$ cat src/rtl/memory_arbiter_if.sv
// Read-request bundle shared by cache clients and memory: enable/address
// flow from requester to responder, valid/data flow back.
interface memory_arbiter_if;
   logic        address_enable;
   logic [31:0] address;
   logic        data_valid;
   logic [31:0] data;

   modport master (output address_enable, address, input data_valid, data);
   modport slave  (input address_enable, address, output data_valid, data);
endinterface

$ cat src/rtl/memory_arbiter.sv
// Round-robin arbiter sharing one memory read port between two cache fill
// clients, with a watchdog that abandons transactions memory never answers.
module memory_arbiter #(
   parameter int TIMEOUT = 255,
   parameter int CW      = 8
) (
   input  logic             clock,
   input  logic             reset_n,
   memory_arbiter_if.slave  a,
   memory_arbiter_if.slave  b,
   memory_arbiter_if.master mem,
   output logic             busy,
   output logic             timeout_error
);

   typedef enum logic [1:0] {
      IDLE    = 2'd0,
      SERVE_A = 2'd1,
      SERVE_B = 2'd2
   } state_t;

   state_t        state;
   logic          last_grant;      // 1 = B was granted last
   logic [CW-1:0] wd;
   logic [31:0]   grant_address;

   logic serving_b;
   logic own_enable;
   logic other_enable;
   logic expired;

   always_comb begin
      serving_b    = (state == SERVE_B);
      own_enable   = serving_b ? b.address_enable : a.address_enable;
      other_enable = serving_b ? a.address_enable : b.address_enable;
      expired      = (wd == CW'(TIMEOUT - 1));
   end

   // NOTE: sequential state uses non-blocking assignments so every register
   // samples the pre-edge values regardless of statement order.
   always_ff @(posedge clock or negedge reset_n) begin
      if (!reset_n) begin
         state         <= IDLE;
         last_grant    <= 1'b1;
         wd            <= '0;
         timeout_error <= 1'b0;
         grant_address <= '0;
      end else begin
         unique case (state)
            IDLE: begin
               if (a.address_enable && (!b.address_enable || last_grant)) begin
                  state         <= SERVE_A;
                  last_grant    <= 1'b0;
                  wd            <= '0;
                  grant_address <= a.address;
               end else if (b.address_enable) begin
                  state         <= SERVE_B;
                  last_grant    <= 1'b1;
                  wd            <= '0;
                  grant_address <= b.address;
               end
            end
            SERVE_A, SERVE_B: begin
               if (!own_enable) begin
                  state <= IDLE;
               end else if (mem.data_valid) begin
                  // Hand straight over to a waiting peer to avoid an idle bubble.
                  if (other_enable) begin
                     state         <= serving_b ? SERVE_A : SERVE_B;
                     last_grant    <= !serving_b;
                     wd            <= '0;
                     grant_address <= serving_b ? a.address : b.address;
                  end else begin
                     state <= IDLE;
                  end
               end else if (expired) begin
                  state         <= IDLE;
                  timeout_error <= 1'b1;
               end else begin
                  wd <= wd + 1'b1;
               end
            end
            default: state <= IDLE;
         endcase
      end
   end

   assign busy               = (state != IDLE);
   assign mem.address_enable = busy && own_enable;
   assign mem.address        = busy ? grant_address : '0;

   assign a.data_valid = (state == SERVE_A) && a.address_enable && mem.data_valid;
   assign b.data_valid = (state == SERVE_B) && b.address_enable && mem.data_valid;
   assign a.data       = mem.data;
   assign b.data       = mem.data;

endmodule

$ cat src/flat_wrapper.sv
// flat-port wrapper written by rule: the top's interface ports become plain ports
module memory_arbiter_flat 
#(
   parameter int TIMEOUT = 255,
   parameter int CW      = 8
)
  (clock, reset_n, busy, timeout_error, a_address_enable, a_address, a_data_valid, a_data, b_address_enable, b_address, b_data_valid, b_data, mem_address_enable, mem_address, mem_data_valid, mem_data);
  memory_arbiter_if a_i ();
  memory_arbiter_if b_i ();
  memory_arbiter_if mem_i ();
  input  logic clock;
  input  logic reset_n;
  output logic busy;
  output logic timeout_error;
  input wire logic [$bits(a_i.address_enable)-1:0] a_address_enable;
  input wire logic [$bits(a_i.address)-1:0] a_address;
  output wire logic [$bits(a_i.data_valid)-1:0] a_data_valid;
  output wire logic [$bits(a_i.data)-1:0] a_data;
  input wire logic [$bits(b_i.address_enable)-1:0] b_address_enable;
  input wire logic [$bits(b_i.address)-1:0] b_address;
  output wire logic [$bits(b_i.data_valid)-1:0] b_data_valid;
  output wire logic [$bits(b_i.data)-1:0] b_data;
  output wire logic [$bits(mem_i.address_enable)-1:0] mem_address_enable;
  output wire logic [$bits(mem_i.address)-1:0] mem_address;
  input wire logic [$bits(mem_i.data_valid)-1:0] mem_data_valid;
  input wire logic [$bits(mem_i.data)-1:0] mem_data;
  assign a_i.address_enable = a_address_enable;
  assign a_i.address = a_address;
  assign a_data_valid = a_i.data_valid;
  assign a_data = a_i.data;
  assign b_i.address_enable = b_address_enable;
  assign b_i.address = b_address;
  assign b_data_valid = b_i.data_valid;
  assign b_data = b_i.data;
  assign mem_address_enable = mem_i.address_enable;
  assign mem_address = mem_i.address;
  assign mem_i.data_valid = mem_data_valid;
  assign mem_i.data = mem_data;
  memory_arbiter #(.TIMEOUT(TIMEOUT), .CW(CW)) u_core (.clock(clock), .reset_n(reset_n), .a(a_i), .b(b_i), .mem(mem_i), .busy(busy), .timeout_error(timeout_error));
endmodule
$ cat config.mk
export PLATFORM = sky130hd
export DESIGN_NAME = memory_arbiter_flat
export DESIGN_NICKNAME = d
export VERILOG_FILES = /design/src/rtl/memory_arbiter_if.sv /design/src/rtl/memory_arbiter.sv /design/src/flat_wrapper.sv
export SDC_FILE = /design/constraint.sdc
export NUM_CORES = 1
export LEC_CHECK = 0
export BUFFER_PORTS_ARGS = -buffer_cell sky130_fd_sc_hd__buf_4
export CORE_UTILIZATION = 25
export CTS_CLUSTER_DIAMETER = 120
export DETAILED_ROUTE_END_ITERATION = 7
export GPL_TIMING_DRIVEN = 0
export MAX_ROUTING_LAYER = met4
export PLACE_DENSITY = 0.5
export REMOVE_ABC_BUFFERS = 1
export SLEW_MARGIN = 20
export SYNTH_ARGS = -nofsm -noshare
export SYNTH_HDL_FRONTEND = slang
export SYNTH_SLANG_ARGS = --single-unit
$ cat constraint.sdc
create_clock -name clock -period 2.1 [get_ports clock]
set_input_delay 0.42 -clock clock [delete_from_list [all_inputs] [get_ports clock]]
set_output_delay 0.42 -clock clock [all_outputs]
set_load 0.02 [all_outputs]
==> flow_summary.yaml, run 1 <==
outcome:
  status: "complete, no violations"
detailed_routing:
  ant_nets: 0
  via_count: 2391
  firstDrtPassIters: 4
  drt-initial-drc-count: 83
  drc: 0
  post_drt_wl_per_cell_um: 20.0
  wl_um: 10600
  vias_per_cell: 4.52
sta:
  holdWs_ns: 0.143
  max_slew_margin_pct: 59.9
  period_share_pct: 99.1
  fmax_mhz: 481
  setup_viol: 0
  maxSlewViolCount: 0
  fin_skew_ns: 0.00249
  tightest_slew_ns: 0.602
  setup_tns_ns: 0
  hold_viol_final: 0
  rsz0062_at_grt: "true"
  period_minus_slack_ns: 2.08
final_layout:
  diodes: 0
  fin_nets: 468
  drive_gt1_share_pct: 60.4
  fill_cells: 1251
  syn_to_final_growth_pct: 33.3
synth:
  async_flop_share_pct: 100
  avgSynthCellArea_um2: 10.6
  synth-edff-count: 0
  synth_area_leaders: "dfrtp_1 34%, mux2_2 22%, buf_4 15%"
  synth_cell_type_count: 42
  synth_seq_cells: 44
  yosys_warnings: 0
  netlist_instances: 300
  seq_area_frac_synth_pct: 34.7
  syn_area_um2: 3170
  synth_ff_type: "dfrtp_1"
  yosysTopAreaCellShare_pct: 33.9
  yosysTopAreaCell: "dfrtp_1"
clocking:
  cts_buffers: 5
  clock_path_buffers: 2
  clock-sinks: 44
  cts_tree: "yes"
  clk_latency_ns: 0.28
  root_buffer: "clkbuf_16"
  htree_levels: 2
  path_clk_slew_ns: 0.06
power:
  vdd_drop_max_mv: 0.467
  power.density_nw_per_um2: 1680
  p_sw_share_pct: 37.6
  internal_power_mw: 4.44
  pwr-share-seq_pct: 19.5
  p_leak_nw: 1.94
  combPwrFrac_pct: 69.2
  power_switching_mw: 2.67
  totalPowerFinal_mw: 7.10
  clkPwrFrac_pct: 11.3
floorplan:
  rows: 40
  start_util_pct: 26.0
  ios: 202
  die_h_um: 115
  die_x_um: 115
  coreArea_um2: 12200
  die-area_um2: 13200
worst_setup_path:
  critPathMaxFanout: 13
  critical_path_arrival_ns: 2.25
  cp.required_ns: 2.27
  worstSetupStartpointType: "flip-flop"
  cp-end-kind: "flip-flop"
  path_class: "reg -> reg"
placement:
  dp_hpwl_um: 7860
  port_buffers: 105
  gp_congestion: 0.775
hold_path:
  hold_class: "in -> async"
global_routing:
  grt_pass1_wl_um: 14700
  antenna_found_initial: 0
  grt_pass1_vias: 2310
  overflow: 0
  grt_max_degree: 45
  grt_usage_pct: 16.0
run:
  maxCapViolations: 0
==> synth_stat cells, types with 2 or more instances <==
cell      count
a21oi_1       5
dfrtp_1      43
buf_4        65
nand2b_1      2
nand3_1       6
and3_1        5
o32ai_1       2
clkbuf_1      4
buf_2         5
and2_1        2
inv_1         4
buf_6         3
mux2_1        4
nor2b_1      35
ha_1          7
nor3_1        4
mux2i_1       2
a21o_1        2
o21ai_0       3
nand2_1       4
o211ai_1      3
nor2_1        8
mux2_2       63
==> logic make-up after synthesis <==
logic type,Yosys count,synth area share (%)
and+or+nand+nor,73,13.7
adders and majority gates,7,2.76
DFF,44,34.7
AOI/OAI and AO/OA,25,6.11
muxes,69,24.4
buffers and inverters,82,18.3
==> critical path: stages, from the launching register on <==
cell and delay, ns:
dfrtp_1 0.39, inv_2 0.12, ha_4 0.24, nand2b_4 0.15, o21ai_4 0.17, buf_6 0.13, buf_12 0.14, mux2_2 0.35
mux2_2 0.26
==> state kept, by name, indices dropped and copies added (netlist names) <==
register / count
u_core.wd: 8
u_core.timeout_error: 1
u_core.state: 2
u_core.grant_address: 32
u_core.last_grant: 1
==> layer usage <==
metal	up-vias	track usage [%]	share of wire [%]
met5	-	-	0
met4	0	2.42	0.64
met3	9	13.2	18
met2	152	22.5	42
met1	1144	17.6	40
li1	1086	-	-
==> cells in the final DEF (no fill, tap or decap), types with 3 or more instances in the layout <==
cell type  count
nand3_1        5
dfrtp_1       43
nor2b_1       34
buf_12         3
mux2_4        13
mux2_1         4
mux2_2        50
ha_4           3
o211ai_1       3
buf_4        117
a21oi_1        5
nor2_1         7
nand2_1        4
buf_6          6
ha_1           4
clkbuf_16      7
and3_1         5
o21ai_0        3
nor3_1         4
==> what timing repair did <==
item                       CTS  global route
gates resized for setup     23            19
hold buffers                 0             0
hold endpoints to repair     0             0
buffers inserted            16             3
gates cloned                 2             2
setup endpoints to repair   63            37
pin swaps                    6             6
==> layout make-up <==
type	count	area, um^2	share of cell area (%)
Clock buffer	7	143	3.37
Clock inverter	1	7.51	0.177
Inverter	4	15.0	0.355
Multi-Input combinational cell	174	1630	38.5
Sequential cell	44	1100	26.0
Tap cell	168	210	4.97
Timing Repair Buffer	131	1130	26.6
==> worst paths after layout <==
path	startpoint	slack, ns	cells past startpoint	endpoint
max	u_core.state[0]	0.02	8	u_core.grant_address[6]
min	reset_n	0.14	1	u_core.wd[4]
max reg2reg	u_core.state[0]	0.02	8	u_core.grant_address[6]
min reg2reg	u_core.grant_address[22]	0.48	1	u_core.grant_address[22]
max in group asynchronous	reset_n	1.54	1	u_core.grant_address[26]
min in group clock	u_core.grant_address[22]	0.48	1	u_core.grant_address[22]
==> per-stage QoR <==
step	cell area [um^2]	cells	utilization (%)	setup WS, ns
finish	4230	529	34.7	0.0198
floorplan	2610	222	-	-1.26
detailed placement	3700	499	30.3	-0.520
CTS	4120	525	33.7	-0.0188
global placement	3610	495	29.5	-2.15
global route	4230	529	34.7	-0.0766
==> power groups by stage <==
| stage | Clock [mW] | Combinational [mW] | Sequential [mW] |
|---|---|---|---|
| 6_report | 0.804 | 4.91 | 1.39 |
| 5_1_grt | 0.877 | 5.26 | 1.44 |
| 4_1_cts | 0.836 | 4.70 | 1.39 |
| 3_5_place_dp | 0 | 3.95 | 1.41 |
| 3_3_place_gp | 0 | 3.71 | 1.39 |
| 2_1_floorplan | 0 | 2.53 | 1.36 |
Note: power is estimated with default switching activity, not from simulation.
==> run 2, diff against run 1 <==
--- a/config.mk
+++ b/config.mk
@@ -6,12 +6,12 @@
 export NUM_CORES = 1
 export LEC_CHECK = 0
 export BUFFER_PORTS_ARGS = -buffer_cell sky130_fd_sc_hd__buf_4
-export CORE_UTILIZATION = 25
+export CORE_UTILIZATION = 30
 export CTS_CLUSTER_DIAMETER = 120
 export DETAILED_ROUTE_END_ITERATION = 7
 export GPL_TIMING_DRIVEN = 0
 export MAX_ROUTING_LAYER = met4
-export PLACE_DENSITY = 0.5
+export PLACE_DENSITY = 0.58
 export REMOVE_ABC_BUFFERS = 1
 export SLEW_MARGIN = 20
 export SYNTH_ARGS = -nofsm -noshare
==> flow_summary.yaml, run 2 (same netlist as run 1, synthesis figures left out) <==
power:
  totalPowerFinal_mw: 6.68
  p_leak_nw: 1.88
  power.density_nw_per_um2: 1640
  vdd_drop_max_mv: 0.512
  internal_power_mw: 4.11
  power_switching_mw: 2.57
  clkPwrFrac_pct: 8.0
  combPwrFrac_pct: 71.1
  pwr-share-seq_pct: 20.9
  p_sw_share_pct: 38.5
final_layout:
  fin_nets: 463
  diodes: 0
  final_common_cell: "buf_4"
  final_cell_mix: "116 x buf_4, 53 x mux2_2, 42 x dfrtp_1"
  largest_reg_flops: 32
  fill_cells: 996
  regMostFlops: "u_core.grant_address"
  fin_cells: 492
  stdcell_area_um2: 4080
  multi_input_area_um2: 1640
  regArea_um2: 1100
  syn_to_final_growth_pct: 28.4
  drive_gt1_share_pct: 61.8
  largestRegisters: "u_core.grant_address x32, u_core.wd x8, u_core.state x2"
  fin_util_pct: 39.7
floorplan:
  coreArea_um2: 10300
  ios: 202
  die_x_um: 105
  rows: 37
  die_h_um: 105
  start_util_pct: 30.9
  die-area_um2: 11000
detailed_routing:
  drt-initial-drc-count: 83
  ant_nets: 0
  vias_per_cell: 4.83
  firstDrtPassIters: 4
  wl_um: 10300
  post_drt_wl_per_cell_um: 20.9
  via_count: 2375
  drc: 0
worst_setup_path:
  worstSetupStartpointType: "flip-flop"
  cp-startpoint: "u_core.state[0]"
  cp-end-kind: "flip-flop"
  path_class: "reg -> reg"
  critical_path_arrival_ns: 2.27
  reg2reg_depth: 8
  cp.required_ns: 2.28
  r2r_start: "u_core.state[0]"
  critPathMaxFanout: 13
global_routing:
  grt_pass1_vias: 2468
  grt_usage_pct: 19.3
  overflow: 0
  antenna_found_initial: 0
  grt_max_degree: 45
  grt_pass1_wl_um: 15200
sta:
  setup_tns_ns: 0
  setup_viol: 0
  setup_ws_ns: 0.0128
  max_slew_margin_pct: 61.8
  period_minus_slack_ns: 2.09
  fmax_mhz: 479
  maxSlewViolCount: 0
  period_share_pct: 99.4
  rsz0062_at_grt: "true"
  fin_skew_ns: 0.00833
  hold_viol_final: 0
  tightest_slew_ns: 0.573
  holdWs_ns: 0.107
outcome:
  status: "complete, no violations"
placement:
  placed_cell_area_um2: 3660
  gp_congestion: 0.775
  dp_hpwl_um: 7930
  place_ws_ns: -0.684
  place_inst: 467
  port_buffers: 105
clocking:
  root_buffer: "clkbuf_8"
  cts_tree: "yes"
  clock-sinks: 44
  cts_buffers: 5
  htree_levels: 2
  clock_path_buffers: 2
  postCtsHoldBufs: 0
  path_clk_slew_ns: 0.08
  clk_latency_ns: 0.30
run:
  maxCapViolations: 0
hold_path:
  hold_class: "in -> async"
run 2: worst max-delay path, stage by stage (launching register included):
cell      delay, ns
dfrtp_1        0.42
inv_4          0.12
ha_4           0.23
nand2b_4       0.15
o21ai_4        0.17
buf_12         0.14
buf_12         0.14
mux2_2         0.34
mux2_2         0.27
run 2: metal layers:
| metal | track usage, % | vias to the layer above | routed length (um) | part of all wire (%) |
|---|---|---|---|---|
| met4 | 4.23 | 0 | 81 | 0.79 |
| met2 | 29.3 | 165 | 4600 | 45 |
| met5 | - | - | 0 | 0 |
| met1 | 19.9 | 1131 | 3820 | 37 |
| li1 | - | 1074 | - | - |
| met3 | 14.6 | 5 | 1800 | 18 |
run 2: cell type report:
type                       count  share of cell area [%]
clock buffer                   5                    1.69
timing repair buffer         126                    26.0
inverter                       4                   0.430
tap                          136                    4.18
clock inverter                 3                   0.461
sequential                    44                    27.1
multi-input combinational    174                    40.2
run 2: what timing repair did:
item	4_1_cts	5_1_grt
gates resized for setup	14	21
setup buffers	14	3
endpoints found under the setup margin	61	40
pin swaps	3	3
gates cloned	1	1
run 2: final timing paths:
| kind | slack, ns | to |
|---|---|---|
| max | 0.01 | u_core.grant_address[20] |
| min | 0.11 | u_core.wd[6] |
| min reg2reg | 0.49 | u_core.timeout_error |
| max reg2reg | 0.01 | u_core.grant_address[20] |
| min in group clock | 0.47 | u_core.grant_address[21] |
| max in group asynchronous | 1.55 | u_core.state[1] |
run 2: power by group through the flow:
| stage | Sequential [mW] | Clock, mW | Combinational [mW] |
|---|---|---|---|
| 6_report | 1.40 | 0.536 | 4.75 |
| 5_1_grt | 1.45 | 0.611 | 5.06 |
| 4_1_cts | 1.40 | 0.564 | 4.60 |
| 3_5_place_dp | 1.41 | 0 | 3.91 |
| 3_3_place_gp | 1.39 | 0 | 3.65 |
| 2_1_floorplan | 1.36 | 0 | 2.53 |
==> run 3, diff against run 2 <==
--- a/config.mk
+++ b/config.mk
@@ -6,13 +6,14 @@
 export NUM_CORES = 1
 export LEC_CHECK = 0
 export BUFFER_PORTS_ARGS = -buffer_cell sky130_fd_sc_hd__buf_4
-export CORE_UTILIZATION = 30
+export CORE_UTILIZATION = 38
 export CTS_CLUSTER_DIAMETER = 120
 export DETAILED_ROUTE_END_ITERATION = 7
 export GPL_TIMING_DRIVEN = 0
 export MAX_ROUTING_LAYER = met4
-export PLACE_DENSITY = 0.58
+export PLACE_DENSITY = 0.72
 export REMOVE_ABC_BUFFERS = 1
+export SETUP_SLACK_MARGIN = 0.1
 export SLEW_MARGIN = 20
 export SYNTH_ARGS = -nofsm -noshare
 export SYNTH_HDL_FRONTEND = slang
==> flow_summary.yaml, run 3 (same netlist as run 1, synthesis figures left out) <==
outcome:
  status: "complete, but fails checks"
  violations: "setup timing"
placement:
  gp_congestion: 0.829
  place_ws_ns: -0.549
  port_buffers: 105
  dp_hpwl_um: 8370
  place_inst: 432
  placed_cell_area_um2: 3590
power:
  vdd_drop_max_mv: 0.714
  totalPowerFinal_mw: 7.22
  power.density_nw_per_um2: 1730
  p_leak_nw: 1.98
run:
  maxCapViolations: 0
detailed_routing:
  post_drt_wl_per_cell_um: 24.1
  wl_um: 11300
  vias_per_cell: 5.23
  drc: 0
  ant_nets: 0
  via_count: 2452
  firstDrtPassIters: 4
  drt-initial-drc-count: 125
final_layout:
  final_common_cell: "buf_4"
  fin_nets: 474
  largest_reg_flops: 32
  largestRegisters: "u_core.grant_address x32, u_core.wd x8, u_core.state x2"
  drive_gt1_share_pct: 62.9
  fin_cells: 469
  diodes: 0
  regMostFlops: "u_core.grant_address"
  final_cell_mix: "123 x buf_4, 48 x mux2_2, 43 x dfrtp_1"
  fill_cells: 694
  syn_to_final_growth_pct: 31.5
  fin_util_pct: 52.9
  stdcell_area_um2: 4180
floorplan:
  die-area_um2: 8720
  die_x_um: 93.4
  start_util_pct: 40.2
  ios: 202
  die_h_um: 93.4
  rows: 32
  coreArea_um2: 7890
sta:
  max_slew_margin_pct: 61.0
  period_share_pct: 100
  tightest_slew_ns: 0.586
  hold_viol_final: 0
  holdWs_ns: 0.123
  setup_tns_ns: -0.00257
  period_minus_slack_ns: 2.10
  maxSlewViolCount: 0
  setup_viol: 1
  fin_skew_ns: 0.00346
  fmax_mhz: 476
  rsz0062_at_grt: "true"
  setup_ws_ns: -0.00257
worst_setup_path:
  cp-end-kind: "flip-flop"
  worstSetupStartpointType: "flip-flop"
  worst_path_largest_cell_delay_ns: 0.42
  cpMaxStageDelayCell: "dfrtp_1"
  critPathMaxFanout: 10
  path_class: "reg -> reg"
  reg2reg_depth: 8
  crit_buf_inv: 3
  critPathTopFamily: "multiplexers"
  cp.required_ns: 2.28
  crit_cells: 8
  path_cells: "inv_4 -> ha_4 -> nand2b_4 -> o21ai_4 -> buf_4 -> buf_8 -> mux2_2 -> mux2_4"
  critical_path_arrival_ns: 2.28
global_routing:
  antenna_found_initial: 0
  overflow: 0
  grt_pass1_vias: 2436
  grt_pass1_wl_um: 15500
  grt_max_degree: 45
  grt_usage_pct: 25.9
clocking:
  clock-sinks: 44
  root_buffer: "clkbuf_8"
  cts_tree: "yes"
  cts_buffers: 5
  htree_levels: 2
  path_clk_slew_ns: 0.08
  clk_latency_ns: 0.29
  clock_path_buffers: 2
hold_path:
  hold_class: "in -> async"
[run 3: cell count changes in the layout (fill, tap and decap cells not counted), sizes merged]
cell / before / now
clkinvlp: 0 / 1
clkbuf: 6 / 9
clkinv: 3 / 0
buf: 125 / 135
[run 3: cell type report]
type	count	area, um^2	area share [%]
multi-input cells	174	1670	39.9
repair buffers	137	1170	27.9
flip-flops and latches	44	1100	26.4
well taps	102	128	3.06
clock buffers	7	86.3	2.07
inverters	4	17.5	0.420
clock inverters	1	7.51	0.180
[run 3: power by group]
part | internal, mW | leakage (nW) | switching, mW
combinational | 2.98 | 1.40 | 2.26
sequential | 1.24 | 0.535 | 0.186
clock | 0.267 | 0.0445 | 0.284
total | 4.48 | 1.98 | 2.73
[run 3: timing repair]
| item | CTS | global route |
|---|---|---|
| setup endpoints to repair | 77 | 40 |
| setup buffers | 21 | 5 |
| hold buffers | 0 | 0 |
| gates resized for setup | 20 | 31 |
| pin swaps | 3 | 5 |
| gates cloned | 1 | 2 |
[run 3: final timing paths]
kind,end,start,slack (ns)
max,u_core.grant_address[18],u_core.state[0],-0.003
min,u_core.grant_address[1],reset_n,0.12
max reg2reg,u_core.grant_address[18],u_core.state[0],-0.003
min reg2reg,u_core.timeout_error,u_core.timeout_error,0.48
max in group asynchronous,u_core.grant_address[26],reset_n,1.58
min in group clock,u_core.timeout_error,u_core.timeout_error,0.48
[run 3: worst reg2reg max path, stage by stage (launching register included)]
cell and delay, ns:
dfrtp_1 0.42, inv_4 0.12, ha_4 0.23, nand2b_4 0.15, o21ai_4 0.16, buf_4 0.15
buf_8 0.13, mux2_2 0.36, mux2_4 0.26
[run 3: layer usage]
metal / vias up / wire length [um] / global-route usage (%)
li1: 1098 / - / -
met1: 1164 / 3760 / 23.7
met2: 176 / 5320 / 42.0
met3: 14 / 1890 / 19.0
met4: 0 / 330 / 8.59
met5: - / 0 / -
